[src/rtl/multicycle_control_fsm_pkg.sv]
// Shared definitions for the multicycle RV32I controller and datapath:
// state encoding, opcodes, mux select codes, ALU op classes and ALU controls.
package multicycle_control_fsm_pkg;

  typedef enum logic [3:0] {
    S_FETCH    = 4'd0,
    S_DECODE   = 4'd1,
    S_MEMADR   = 4'd2,
    S_MEMREAD  = 4'd3,
    S_MEMWB    = 4'd4,
    S_MEMWRITE = 4'd5,
    S_EXECUTER = 4'd6,
    S_EXECUTEI = 4'd7,
    S_ALUWB    = 4'd8,
    S_BEQ      = 4'd9,
    S_JAL      = 4'd10
  } state_e;

  localparam logic [6:0] OP_LOAD   = 7'b0000011;
  localparam logic [6:0] OP_STORE  = 7'b0100011;
  localparam logic [6:0] OP_RTYPE  = 7'b0110011;
  localparam logic [6:0] OP_ITYPE  = 7'b0010011;
  localparam logic [6:0] OP_BRANCH = 7'b1100011;
  localparam logic [6:0] OP_JAL    = 7'b1101111;

  localparam logic [1:0] RESULT_ALUOUT = 2'b00;
  localparam logic [1:0] RESULT_DATA   = 2'b01;
  localparam logic [1:0] RESULT_ALURES = 2'b10;

  localparam logic [1:0] SRCA_PC    = 2'b00;
  localparam logic [1:0] SRCA_OLDPC = 2'b01;
  localparam logic [1:0] SRCA_RD1   = 2'b10;

  localparam logic [1:0] SRCB_RD2  = 2'b00;
  localparam logic [1:0] SRCB_IMM  = 2'b01;
  localparam logic [1:0] SRCB_FOUR = 2'b10;

  localparam logic [1:0] IMM_I = 2'b00;
  localparam logic [1:0] IMM_S = 2'b01;
  localparam logic [1:0] IMM_B = 2'b10;
  localparam logic [1:0] IMM_J = 2'b11;

  localparam logic [1:0] ALUOP_ADD   = 2'b00;
  localparam logic [1:0] ALUOP_SUB   = 2'b01;
  localparam logic [1:0] ALUOP_FUNCT = 2'b10;

  localparam logic [2:0] ALUCTL_ADD = 3'b000;
  localparam logic [2:0] ALUCTL_SUB = 3'b001;
  localparam logic [2:0] ALUCTL_AND = 3'b010;
  localparam logic [2:0] ALUCTL_OR  = 3'b011;
  localparam logic [2:0] ALUCTL_SLT = 3'b101;

  // Immediate format for an opcode; unknown opcodes fall back to I.
  function automatic logic [1:0] imm_sel(input logic [6:0] op);
    case (op)
      OP_LOAD, OP_ITYPE: imm_sel = IMM_I;
      OP_STORE:          imm_sel = IMM_S;
      OP_BRANCH:         imm_sel = IMM_B;
      OP_JAL:            imm_sel = IMM_J;
      default:           imm_sel = 2'b00;
    endcase
  endfunction

endpackage

[src/rtl/multicycle_alu_decoder.sv]
// ALU control decode: turns the FSM's op class plus instruction fields into
// the 3-bit ALU operation.
module multicycle_alu_decoder
  import multicycle_control_fsm_pkg::*;
(
  input  logic [1:0] aluop,
  input  logic [2:0] funct3,
  input  logic       funct7b5,
  input  logic       op5,
  output logic [2:0] alu_control
);

  // Address/branch classes are fixed; funct class decodes funct3 (sub only for R-type).
  always_comb begin
    alu_control = ALUCTL_ADD;
    case (aluop)
      ALUOP_ADD: alu_control = ALUCTL_ADD;
      ALUOP_SUB: alu_control = ALUCTL_SUB;
      ALUOP_FUNCT: begin
        case (funct3)
          3'b000:  alu_control = (op5 & funct7b5) ? ALUCTL_SUB : ALUCTL_ADD;
          3'b010:  alu_control = ALUCTL_SLT;
          3'b110:  alu_control = ALUCTL_OR;
          3'b111:  alu_control = ALUCTL_AND;
          default: alu_control = ALUCTL_ADD;
        endcase
      end
      default: alu_control = ALUCTL_ADD;
    endcase
  end

endmodule

[src/rtl/multicycle_control_fsm.sv]
// Multicycle RV32I main controller: sequences instruction phases and drives
// every datapath select and write enable. Outputs are Moore except that the
// FETCH-phase PC/IR loads follow mem_ready.
module multicycle_control_fsm
  import multicycle_control_fsm_pkg::*;
#(
  parameter bit MEM_WAIT_EN = 1'b1
) (
  input  logic       clk,
  input  logic       reset,
  input  logic [6:0] op,
  input  logic [2:0] funct3,
  input  logic       funct7b5,
  input  logic       zero,
  input  logic       mem_ready,
  output logic       pc_write,
  output logic       adr_src,
  output logic       mem_write,
  output logic       ir_write,
  output logic [1:0] result_src,
  output logic [1:0] alu_src_a,
  output logic [1:0] alu_src_b,
  output logic [1:0] imm_src,
  output logic [2:0] alu_control,
  output logic       reg_write,
  output logic       illegal_op
);

  state_e     state_q, state_d;
  logic       mem_rdy;
  logic [1:0] aluop;
  logic       branch, pc_update;
  logic       adr_src_s, mem_write_s, ir_write_s, reg_write_s, illegal_s;
  logic [1:0] result_src_s, alu_src_a_s, alu_src_b_s;

  // Without wait support the memory is assumed to finish every access at once.
  assign mem_rdy = MEM_WAIT_EN ? mem_ready : 1'b1;
  assign imm_src = imm_sel(op);

  // State register; reset returns to FETCH from anywhere.
  always_ff @(posedge clk) begin
    if (reset) state_q <= S_FETCH;
    else       state_q <= state_d;
  end

  // Next-state sequencing.
  always_comb begin
    state_d = state_q;
    case (state_q)
      S_FETCH:    state_d = mem_rdy ? S_DECODE : S_FETCH;
      S_DECODE: begin
        case (op)
          OP_LOAD, OP_STORE: state_d = S_MEMADR;
          OP_RTYPE:          state_d = S_EXECUTER;
          OP_ITYPE:          state_d = S_EXECUTEI;
          OP_BRANCH:         state_d = S_BEQ;
          OP_JAL:            state_d = S_JAL;
          default:           state_d = S_FETCH;
        endcase
      end
      S_MEMADR:   state_d = (op == OP_LOAD) ? S_MEMREAD : S_MEMWRITE;
      S_MEMREAD:  state_d = mem_rdy ? S_MEMWB : S_MEMREAD;
      S_MEMWB:    state_d = S_FETCH;
      S_MEMWRITE: state_d = mem_rdy ? S_FETCH : S_MEMWRITE;
      S_EXECUTER: state_d = S_ALUWB;
      S_EXECUTEI: state_d = S_ALUWB;
      S_ALUWB:    state_d = S_FETCH;
      S_BEQ:      state_d = S_FETCH;
      S_JAL:      state_d = S_ALUWB;
      default:    state_d = S_FETCH;
    endcase
  end

  // Per-state select codes and enables; reset overrides with quiet FETCH values.
  always_comb begin
    adr_src_s    = 1'b0;
    mem_write_s  = 1'b0;
    ir_write_s   = 1'b0;
    reg_write_s  = 1'b0;
    illegal_s    = 1'b0;
    branch       = 1'b0;
    pc_update    = 1'b0;
    aluop        = ALUOP_ADD;
    result_src_s = RESULT_ALUOUT;
    alu_src_a_s  = SRCA_PC;
    alu_src_b_s  = SRCB_RD2;
    case (state_q)
      S_FETCH: begin
        alu_src_b_s  = SRCB_FOUR;
        result_src_s = RESULT_ALURES;
        ir_write_s   = mem_rdy;
        pc_update    = mem_rdy;
      end
      S_DECODE: begin
        alu_src_a_s = SRCA_OLDPC;
        alu_src_b_s = SRCB_IMM;
        case (op)
          OP_LOAD, OP_STORE, OP_RTYPE, OP_ITYPE, OP_BRANCH, OP_JAL: illegal_s = 1'b0;
          default: illegal_s = 1'b1;
        endcase
      end
      S_MEMADR: begin
        alu_src_a_s = SRCA_RD1;
        alu_src_b_s = SRCB_IMM;
      end
      S_MEMREAD:  adr_src_s = 1'b1;
      S_MEMWB: begin
        result_src_s = RESULT_DATA;
        reg_write_s  = 1'b1;
      end
      S_MEMWRITE: begin
        adr_src_s   = 1'b1;
        mem_write_s = 1'b1;
      end
      S_EXECUTER: begin
        alu_src_a_s = SRCA_RD1;
        aluop       = ALUOP_FUNCT;
      end
      S_EXECUTEI: begin
        alu_src_a_s = SRCA_RD1;
        alu_src_b_s = SRCB_IMM;
        aluop       = ALUOP_FUNCT;
      end
      S_ALUWB:    reg_write_s = 1'b1;
      S_BEQ: begin
        alu_src_a_s = SRCA_RD1;
        aluop       = ALUOP_SUB;
        branch      = 1'b1;
      end
      S_JAL: begin
        alu_src_a_s = SRCA_OLDPC;
        alu_src_b_s = SRCB_FOUR;
        pc_update   = 1'b1;
      end
      default: ;
    endcase
    if (reset) begin
      adr_src_s    = 1'b0;
      mem_write_s  = 1'b0;
      ir_write_s   = 1'b0;
      reg_write_s  = 1'b0;
      illegal_s    = 1'b0;
      branch       = 1'b0;
      pc_update    = 1'b0;
      aluop        = ALUOP_ADD;
      result_src_s = RESULT_ALURES;
      alu_src_a_s  = SRCA_PC;
      alu_src_b_s  = SRCB_FOUR;
    end
  end

  assign pc_write   = pc_update | (branch & zero);
  assign adr_src    = adr_src_s;
  assign mem_write  = mem_write_s;
  assign ir_write   = ir_write_s;
  assign reg_write  = reg_write_s;
  assign illegal_op = illegal_s;
  assign result_src = result_src_s;
  assign alu_src_a  = alu_src_a_s;
  assign alu_src_b  = alu_src_b_s;

  multicycle_alu_decoder u_alu_dec (
    .aluop       (aluop),
    .funct3      (funct3),
    .funct7b5    (funct7b5),
    .op5         (op[5]),
    .alu_control (alu_control)
  );

endmodule

[config.mk]
export PLATFORM = sky130hd
export DESIGN_NAME = multicycle_control_fsm
export DESIGN_NICKNAME = d
export VERILOG_FILES = /design/src/rtl/multicycle_control_fsm_pkg.sv /design/src/rtl/multicycle_alu_decoder.sv /design/src/rtl/multicycle_control_fsm.sv
export SDC_FILE = /design/constraint.sdc
export NUM_CORES = 1
export LEC_CHECK = 0
export BUFFER_PORTS_ARGS = -buffer_cell sky130_fd_sc_hd__buf_2
export CAP_MARGIN = 40
export CELL_PAD_IN_SITES_DETAIL_PLACEMENT = 1
export CELL_PAD_IN_SITES_GLOBAL_PLACEMENT = 1
export CORE_MARGIN = 10
export CORE_UTILIZATION = 27
export DETAILED_ROUTE_END_ITERATION = 10
export GPL_ROUTABILITY_DRIVEN = 0
export HOLD_SLACK_MARGIN = 0.08
export PLACE_DENSITY_LB_ADDON = 0.1
export SLEW_MARGIN = 20
export SYNTH_ARGS = -nofsm -noshare
export SYNTH_HDL_FRONTEND = slang
export SYNTH_SLANG_ARGS = --single-unit
export TNS_END_PERCENT = 5
[constraint.sdc]
create_clock -name clk -period 1.8 [get_ports clk]
set_input_delay 0.36 -clock clk [delete_from_list [all_inputs] [get_ports clk]]
set_output_delay 0.36 -clock clk [all_outputs]
set_load 0.02 [all_outputs]
* Yosys cells after proc, flatten, opt, wreduce, memory -nomap -nowiden
Index checks and enable logic that the tools add are counted.
** Word-level totals
- Output and inout port bits :: 17
- Logic and storage cells :: 70
- Register bits after elaboration :: 4
- Bits of input ports :: 15
** Operators by class
- Reductions and logical operators :: 12
- Equality and inequality tests :: 21
- Muxes and demuxes :: 33
- Bitwise logic cells :: 3
** Operator list (number)
- case mux 4 bit (6 select lines) :: 1
- case mux 4 bit (5 select lines) :: 1
- equality test 4 x 3 -> 1 bit, second input constant :: 4
- two-way mux 1 bit :: 16
- case mux 2 bit (2 select lines) :: 4
- equality test 7 x 6 -> 1 bit, second input constant :: 2
- equality test 7 bit, second input constant :: 2
- equality test 4 bit, second input constant :: 3
- case mux 3 bit (4 select lines) :: 1
- OR reduction 2 bit :: 6
- two-way mux 3 bit :: 3
- equality test 4 x 2 -> 1 bit, second input constant :: 2
- two-way mux 2 bit :: 4
- equality test 7 x 2 -> 1 bit, second input constant :: 1
- equality test 7 x 5 -> 1 bit, second input constant :: 1
- equality test 3 bit, second input constant :: 2
- case mux 2 bit (3 select lines) :: 1
- case mux 3 bit (2 select lines) :: 1
- OR reduction 3 bit :: 2
- OR reduction 6 bit :: 1
- equality test 4 x 1 -> 1 bit, second input constant :: 1
- logical NOT 4 bit :: 1
- OR reduction 4 bit :: 1
- equality test 3 x 2 -> 1 bit, second input constant :: 1
- other kinds (6) :: 7

* Longest topological paths before layout
Gate-level depths: netlist of the first run.
- Depth in word-level cells :: 6
- Gate-level depth with buffers :: 7
- Gate-level depth less buffers :: 6

* By module
A second synthesis of the first run with hierarchy kept.
** Unflattened totals
- Cell total of the unflattened synthesis :: 100
- Area total of the unflattened synthesis :: 719.4 um2
** By module, submodules not included
- multicycle_control_fsm :: instances 1, sequential area each 80.1 um2, area each 623.1 um2, cells an instance 89
- multicycle_alu_decoder :: instances 1, sequential area each 0.0 um2, area each 96.3 um2, cells an instance 11

* Worst setup path before layout of the first run
OpenSTA, ideal clock, no wires.
- Path type :: reg-to-output
- Start point :: register state_q[1]
- End point :: output alu_control[2]
- Data arrival time :: 2055 ps
- Path buffers :: 2
- Data required time :: 1440 ps
- Setup slack :: -615 ps
- Stages on the path, launching flop included :: 7
- Cell sequence :: dfxtp_1 -> clkbuf_1 -> clkbuf_1 -> nand3_1 -> inv_1 -> ha_1 -> nor4_1
** Between the ends
- Word-level cells in the longest chain between the ends :: 6
- Elaborated cells on any way between the ends :: 9
- Classes of those cells :: eq/ne (5); mux (3); reduce/logical (1)
** RTL lines
- start, declared :: RTL line multicycle_control_fsm.sv:29 : state_e state_q, state_d;
- start signal, assigned :: RTL line multicycle_control_fsm.sv:43 : else state_q <= state_d;
- equality test 4 x 3 -> 1 bit :: RTL line multicycle_control_fsm.sv:87 : case (state_q)
- OR reduction 2 bit (no source line)
- case mux 2 bit (2 select lines) * :: RTL line multicycle_control_fsm.sv:87
- two-way mux 2 bit * :: RTL line multicycle_control_fsm.sv:137 : if (reset) begin
- equality test 2 bit / equality test 2 x 1 -> 1 bit (equally long branches) :: RTL line multicycle_alu_decoder.sv:16 : case (aluop)
- case mux 3 bit (2 select lines) * :: RTL line multicycle_alu_decoder.sv:16
- end, declared :: RTL line multicycle_control_fsm.sv:24 : output logic [2:0] alu_control,
Every way passes the cells marked *; elsewhere a longest branch is shown, timed or not.

* Worst setup path after layout of the first run
- Start point :: register state_q[1]
- End point :: output alu_src_a[0]
** Between the ends
- Word-level cells in the longest chain between the ends :: 4
- Elaborated cells on any way between the ends :: 10
- Classes of those cells :: eq/ne (6); mux (2); reduce/logical (2)
** RTL lines
- equality test 4 x 3 -> 1 bit (tied with other cells) :: RTL line multicycle_control_fsm.sv:87
- OR reduction 4 bit (no source line) / OR reduction 2 bit (equally long branches)
- case mux 2 bit (2 select lines) * :: RTL line multicycle_control_fsm.sv:87
- two-way mux 2 bit * :: RTL line multicycle_control_fsm.sv:137
- end, declared :: RTL line multicycle_control_fsm.sv:21 : output logic [1:0] alu_src_a,
Marks and branches as above.

==> results of run 1 <==
[cells in the mapped netlist]
cell type and number:
sky130_fd_sc_hd__nor3_1 7, sky130_fd_sc_hd__o32a_1 1, sky130_fd_sc_hd__o41ai_1 1, sky130_fd_sc_hd__o21ai_0 4, sky130_fd_sc_hd__ha_1 2, sky130_fd_sc_hd__mux2i_1 1, sky130_fd_sc_hd__and3_1 2, sky130_fd_sc_hd__a32oi_1 2
sky130_fd_sc_hd__and3b_1 1, sky130_fd_sc_hd__a21o_1 2, sky130_fd_sc_hd__nor4b_1 2, sky130_fd_sc_hd__nor2b_1 6, sky130_fd_sc_hd__inv_1 5, sky130_fd_sc_hd__xnor2_1 3, sky130_fd_sc_hd__a31o_1 1, sky130_fd_sc_hd__o21ai_1 1
sky130_fd_sc_hd__or3_4 1, sky130_fd_sc_hd__clkbuf_1 7, sky130_fd_sc_hd__a211oi_1 1, sky130_fd_sc_hd__nand2b_1 2, sky130_fd_sc_hd__nand2_1 6, sky130_fd_sc_hd__or4_4 1, sky130_fd_sc_hd__buf_2 1, sky130_fd_sc_hd__a31oi_1 2
sky130_fd_sc_hd__and4bb_2 1, sky130_fd_sc_hd__mux2_2 1, sky130_fd_sc_hd__a21oi_1 5, sky130_fd_sc_hd__a31o_2 1, sky130_fd_sc_hd__xor2_1 2, sky130_fd_sc_hd__nor4_1 2, sky130_fd_sc_hd__dfxtp_1 4, sky130_fd_sc_hd__and2_1 2
sky130_fd_sc_hd__a22oi_1 1, sky130_fd_sc_hd__nand3_1 4, sky130_fd_sc_hd__nor2_1 13, sky130_fd_sc_hd__nor3b_1 2
[kinds of logic (layout without fill, tap and decap cells)]
logic type / Yosys count / count (layout) / share of synthesized area, %
compound gates: 22 / 22 / 22.3
flops: 4 / 4 / 12.2
mux: 2 / 2 / 3.24
xor+xnor: 5 / 5 / 6.67
fa+ha+maj: 2 / 2 / 3.81
simple gates: 52 / 52 / 44.2
buf+inv: 13 / 59 / 7.62
[worst max-delay path: stages, from the launching register on]
cell and delay (ps):
sky130_fd_sc_hd__dfxtp_4 360, sky130_fd_sc_hd__buf_6 130, sky130_fd_sc_hd__buf_8 120, sky130_fd_sc_hd__buf_4 140
sky130_fd_sc_hd__nand2b_4 130, sky130_fd_sc_hd__o21ai_1 120, sky130_fd_sc_hd__and2_1 160, sky130_fd_sc_hd__buf_6 120
[layout make-up]
cell class / count / area, um^2
clock buffers: 3 / 22.5
repair buffers: 51 / 352
well taps: 28 / 35.0
flip-flops and latches: 4 / 92.6
multi-input cells: 83 / 663
fillers: 298 / 1070
inverters: 5 / 18.8
[stage by stage]
| stage | power, W | setup WS [ps] |
|---|---|---|
| 5_1_grt | 0.000377 | -140 |
| 4_1_cts | 0.000338 | -107 |
| 3_3_place_gp | 0.000212 | -15.2 |
| 2_1_floorplan | 0.000153 | -115 |
| 6_report | 0.000350 | -89.7 |
| 3_5_place_dp | 0.000214 | -70.1 |
[metal layers]
metal / track usage [%] / routed length (um) / vias to the layer above
met5: 0 / 0 / -
met4: 4.66 / 20 / 0
met3: 1.43 / 63 / 2
met2: 20.7 / 1680 / 14
met1: 13.2 / 1270 / 457
li1: - / - / 453
[path summary, 6_finish.rpt]
| check | slack (ps) | from | endpoint |
|---|---|---|---|
| min | 570 | reset | state_q[0]$_SDFF_PP0_ |
| max reg2reg | 210 | state_q[1]$_SDFF_PP0_ | state_q[0]$_SDFF_PP0_ |
| max | -90 | state_q[1]$_SDFF_PP0_ | alu_src_a[0] |
| min reg2reg | 750 | state_q[3]$_SDFF_PP0_ | state_q[2]$_SDFF_PP0_ |
[power by group through the flow]
stage	combinational, W	sequential (W)	clock [W]
2_1_floorplan	0.0000593	0.0000934	0
3_3_place_gp	0.000119	0.0000930	0
3_5_place_dp	0.000121	0.0000930	0
4_1_cts	0.000126	0.0000915	0.000120
5_1_grt	0.000159	0.0000880	0.000130
6_report	0.000146	0.0000879	0.000116
[timing repair]
action / CTS / global route
gates resized for setup: 17 / 30
pin swaps: 4 / 4
endpoints found under the setup margin: 8 / 13
buffers inserted: 3 / 0
==> run metrics, run 1 <==
result of the run complete, but fails checks; violated checks setup timing; power density over the cells 296 mW/mm^2; largest registers state_q (4); critical path peak fanout 5; Net Sw Power 0.000121 W; area share of the leading cell type in the synthesized netlist 12.2%; number of placement rows 17; element type at the critical path start register; core footprint 0.00225 mm^2; final cell area excluding filler cells 0.00118 mm^2; first-pass detailed-route iteration total 4; vias per inst 5.32; final worst clock skew 9.33 ps; number of hold-repair buffers added at the cts stage 0; combinational share of power 41.7%; total routing resource utilization after global routing 11.5%; synthesized area per cell 6.57 um^2; type of destination of the critical path output port; flip-flop count of the largest register after layout 4; proportion of power drawn by the clock network 33.2%; post-synthesis cell count 100; worst setup slack after layout -89.7 ps; Top reg by flops state_q; unrepaired setup endpoints after global routing yes; clock insertion delay at the later pin of the skew report 240 ps; total of warnings raised by yosys 0; Max transition margin 76.6%; count of maximum capacitance violations 0; CTS clock-pin slew for the worst setup and hold paths 50 ps; diode count 0; Seq/Total Area, Yosys 12.2%; Max Slew Vio Count 0; standby leakage power 0.521 nW; maximum frequency from static timing analysis 529 MHz; pin count of the biggest net entering global routing 18; Detailed Route Iter0 Violations 44; cell area reported after detailed placement 958 um^2; growth of design area from synthesis to finish 80.2%; worst hold path cell count 3; Period minus WS final 1890 ps; vias post-DR 926; Final Hold Slack 571 ps; global-route wire length before repair 4.77 mm; root buffer selected by CTS sky130_fd_sc_hd__clkbuf_4; largest cells by area after synthesis sky130_fd_sc_hd__dfxtp_1 12%, sky130_fd_sc_hd__nor2_1 7.4%, sky130_fd_sc_hd__nor2b_1 5.7%; aggregate routed wire length 3.03 mm; fraction of power spent switching nets 34.5%; slew at the pin closest to its max-slew limit 350 ps; Final HPWL DP 2.21 mm; DRC violation count after routing 0; maximum level of the CTS H-tree 1; final global-route overflow total 0; worst supply voltage drop on vdd 0.000176 V; Synth cell types 36; number of routed nets with antenna violations 0; most frequent standard cell in the layout excluding fill and tap cells sky130_fd_sc_hd__buf_2; Avg WL per Cell 17.4 um; initial antenna violation count 0; total I/O pin count 32; net count of the finished layout 165; total nets after synthesis 117; fraction of final layout cells with drive strength greater than 1 55.5%; internal cell power 0.000230 W; final number of hold-violating endpoints 0; fin cells 174; die area 0.00481 mm^2; core utilization of the finished layout 52.5%; post-synthesis register bit count 4; die span in x 69.3 um; TritonCTS clock tree yes; sum of negative setup slack -217 ps; cell accounting for the most synthesized area sky130_fd_sc_hd__dfxtp_1; CTS sink cnt 4; cell count after placement 168; worst hold path type in -> reg; vertical die dimension 69.3 um; number of buffers inserted by port buffering 31; top library cells by usage in the layout, fill and taps aside 23 x sky130_fd_sc_hd__buf_2, 22 x sky130_fd_sc_hd__buf_4, 10 x sky130_fd_sc_hd__nor2_1; vias in the first global route 1,006; Clock Tree Buf Depth 2; CP required 1440 ps; netlist area before placement 657 um^2; Crit path arrival time 1530 ps; period utilization 105%; Worst Reg-to-Reg Cells 7; effective utilization at floorplan 29.1%; Setup Crit Path Kind reg -> out; clock buffer count from CTS 3; part of the power in registers 25.1%; number of failing setup endpoints in the final timing report 5
No activity file was read; power rests on OpenSTA's default activity.
==> run 2, diff against run 1 <==
- ABC_AREA: not set -> 1
- CORE_UTILIZATION: 27 -> 24
- GPL_ROUTABILITY_DRIVEN: 0 -> not set
==> run 2 against run 1 <==
The run still ends with setup timing left. Hold slack lost 70 ps. Sequential cell count is the same. Cell count grew 11%. Clock power is essentially flat. First-iteration DRC count shrank 48%. Combinational power shrank 25%. Clock-buffer cell count is the same. Maximum frequency shrank 4.1%. Highest routed layer unchanged. Cell area shrank 7.3%. Sequential share of layout area shrank 0.069 points. Largest power group is now clock. Worst setup slack lost 80 ps. Via count shrank 7.6%.
==> run metrics, run 2 <==
post-synthesis register bit count 4; cell accounting for the most synthesized area sky130_fd_sc_hd__nand2_1; unrepaired setup endpoints after global routing yes; element type at the critical path start register; Clock Tree Buf Depth 2; Crit path arrival time 1610 ps; global-route wire length before repair 4.25 mm; largest cells by area after synthesis sky130_fd_sc_hd__nand2_1 20%, sky130_fd_sc_hd__dfxtp_1 13%, sky130_fd_sc_hd__inv_1 12%; Worst Reg-to-Reg Cells 10; top library cells by usage in the layout, fill and taps aside 27 x sky130_fd_sc_hd__nand2_1, 21 x sky130_fd_sc_hd__buf_2, 21 x sky130_fd_sc_hd__buf_4; clock insertion delay at the later pin of the skew report 240 ps; critical path peak fanout 2; Max transition margin 84.8%; number of gates on the worst path with buffers counted 10; first-pass detailed-route iteration total 4; Avg WL per Cell 13.0 um; Top cell by count, worst path sky130_fd_sc_hd__buf_4; Top Family by Delay on Critical Path buffers and inverters; final global-route overflow total 0; worst supply voltage drop on vdd 0.000427 V; synthesized area per cell 5.33 um^2; CTS sink cnt 4; vertical die dimension 70.3 um; Synth cell types 21; total of warnings raised by yosys 0; growth of design area from synthesis to finish 80.5%; primary flip-flop cell chosen by synthesis mapping sky130_fd_sc_hd__dfxtp_1; Setup Crit Path Kind reg -> out; effective utilization at floorplan 24.8%; die area 0.00495 mm^2; met3 usage in global routing 3.67%; vias post-DR 856; number of routed nets with antenna violations 0; worst setup slack after layout -170 ps; worst hold path cell count 4; maximum level of the CTS H-tree 1; type of destination of the critical path output port; die span in x 70.3 um; slew at the pin closest to its max-slew limit 227 ps; total power after layout 0.000320 W; total routing resource utilization after global routing 10.2%; final number of hold-violating endpoints 0; buffers and inverters on the worst path 4; worst hold path type in -> reg; TritonCTS clock tree yes; filler cell count 345; number of failing setup endpoints in the final timing report 7; post-synthesis cell count 114; standby leakage power 0.585 nW; diode count 0; Routability Congestion 0.798; root buffer selected by CTS sky130_fd_sc_hd__clkbuf_4; aggregate routed wire length 2.53 mm; total nets after synthesis 131; initial antenna violation count 0; standard cell with the maximum stage delay on the critical path sky130_fd_sc_hd__dfxtp_2; number of flops mapped to enable cells by yosys 0; violated checks setup timing; Top reg by flops state_q; Detailed Route Iter0 Violations 23; power density over the cells 292 mW/mm^2; Global Route met2 Usage 18.7%; netlist area before placement 608 um^2; fraction of final layout cells with drive strength greater than 1 53.0%; core footprint 0.00245 mm^2; number of buffers inserted by port buffering 31; Final Hold Slack 501 ps; Period minus WS final 1970 ps; Seq/Total Area, Yosys 13.2%; DRC violation count after routing 0; Max Slew Vio Count 0; CP required 1440 ps; Final HPWL DP 2.07 mm; result of the run complete, but fails checks; fraction of registers with async set or reset after synthesis 0%; final worst clock skew 5.72 ps; most frequent standard cell in the layout excluding fill and tap cells sky130_fd_sc_hd__nand2_1; cell with the most instances after synthesis sky130_fd_sc_hd__nand2_1; maximum frequency from static timing analysis 508 MHz; area share of the leading cell type in the synthesized netlist 19.8%; net count of the finished layout 183; largest registers state_q (4); vias in the first global route 933; flip-flop count of the largest register after layout 4; number of placement rows 18; routing usage on met1 11.1%; worst-path cell chain inv_1 -> nor2_2 -> nand2_2 -> nor2_4 -> buf_4 -> buf_4 -> ha_1 -> nor2_1 -> a21oi_2 -> buf_6; ranking of synthesized cells by instance count 32 x sky130_fd_sc_hd__nand2_1, 20 x sky130_fd_sc_hd__inv_1, 15 x sky130_fd_sc_hd__nor2_1; total I/O pin count 32; pin count of the biggest net entering global routing 8; Most Used Layer, Global Route met2; clock buffer count from CTS 3; period utilization 109%; CTS clock-pin slew for the worst setup and hold paths 40 ps; vias per inst 4.41; number of hold-repair buffers added at the cts stage 0; count of maximum capacitance violations 0; Max stage delay on crit path 330 ps
==> run 2: cell types whose count changed after synthesis, moves of 3 or more <==
cell	previous run	this run
sky130_fd_sc_hd__o21ai_0	4	1
sky130_fd_sc_hd__nor2_4	0	3
sky130_fd_sc_hd__nor3_1	7	1
sky130_fd_sc_hd__inv_1	5	20
sky130_fd_sc_hd__nor2b_1	6	0
sky130_fd_sc_hd__nand3_1	4	7
sky130_fd_sc_hd__clkbuf_1	7	0
sky130_fd_sc_hd__nor2_2	0	6
sky130_fd_sc_hd__xnor2_1	3	0
sky130_fd_sc_hd__inv_2	0	3
sky130_fd_sc_hd__a21oi_1	5	8
sky130_fd_sc_hd__nand2_1	6	32
==> run 2: cell families after synthesis <==
family          after synthesis  synth area share [%]
simple gates                 70                  55.3
fa+ha+maj                     2                  4.11
flops                         4                  13.2
buf+inv                      24                  15.0
compound gates               14                  12.3
==> run 2: power by group <==
part | switching [W] | leakage, nW | internal (W) | total [W]
combinational | 0.0000645 | 0.537 | 0.0000446 | 0.000109
clock | 0.0000440 | 0.0138 | 0.0000751 | 0.000119
sequential | 0.00000126 | 0.0343 | 0.0000909 | 0.0000922
==> run 2: area by class of cell <==
type                       count  area, um^2  area share (%)
inverter                      23        92.6            8.44
sequential                     4        85.1            7.75
tap                           30        37.5            3.42
multi-input combinational     86         529            48.2
clock buffer                   3        22.5            2.05
timing repair buffer          48         330            30.1
==> run 2: what timing repair did <==
item / CTS / global route
setup endpoints to repair: 11 / 13
endpoints found under the hold margin: 0 / 0
gates resized for setup: 24 / 20
buffers inserted: 3 / 1
pin swaps: 12 / 7
==> run 2: tightest hold or removal path: stages <==
cell	delay [ps]
sky130_fd_sc_hd__buf_2	100
sky130_fd_sc_hd__nor3_1	50
sky130_fd_sc_hd__o21ai_1	110
sky130_fd_sc_hd__a21oi_1	70
==> run 2: final timing paths <==
path,start,to,slack (ps)
min reg2reg,state_q[1]$_SDFF_PP0_,state_q[3]$_SDFF_PP0_,730
max,state_q[3]$_SDFF_PP0_,alu_control[0],-170
min,op[6],state_q[0]$_SDFF_PP0_,500
max reg2reg,state_q[3]$_SDFF_PP0_,state_q[2]$_SDFF_PP0_,450
==> run 2: through the flow <==
stage / cells / setup slack (ps) / setup TNS [ps] / utilization (%) / cell area (um^2)
5_1_grt: 194 / -295 / -1380 / 44.7 / 1100
6_report: 194 / -170 / -601 / 44.7 / 1100
4_1_cts: 193 / -208 / -881 / 41.7 / 1020
3_3_place_gp: 187 / -46.8 / -81.6 / 37.2 / 912
3_5_place_dp: 187 / -73.7 / -138 / 37.2 / 912
2_1_floorplan: 114 / -83.0 / -83.0 / - / 627
==> run 2: routing by layer <==
| metal | part of all wire [%] | vias to the layer above | wire length, um |
|---|---|---|---|
| met5 | 0 | - | 0 |
| met4 | 0.40 | 0 | 10 |
| met3 | 5.5 | 2 | 138 |
| met2 | 52 | 17 | 1310 |
| met1 | 42 | 386 | 1070 |
| li1 | - | 451 | - |
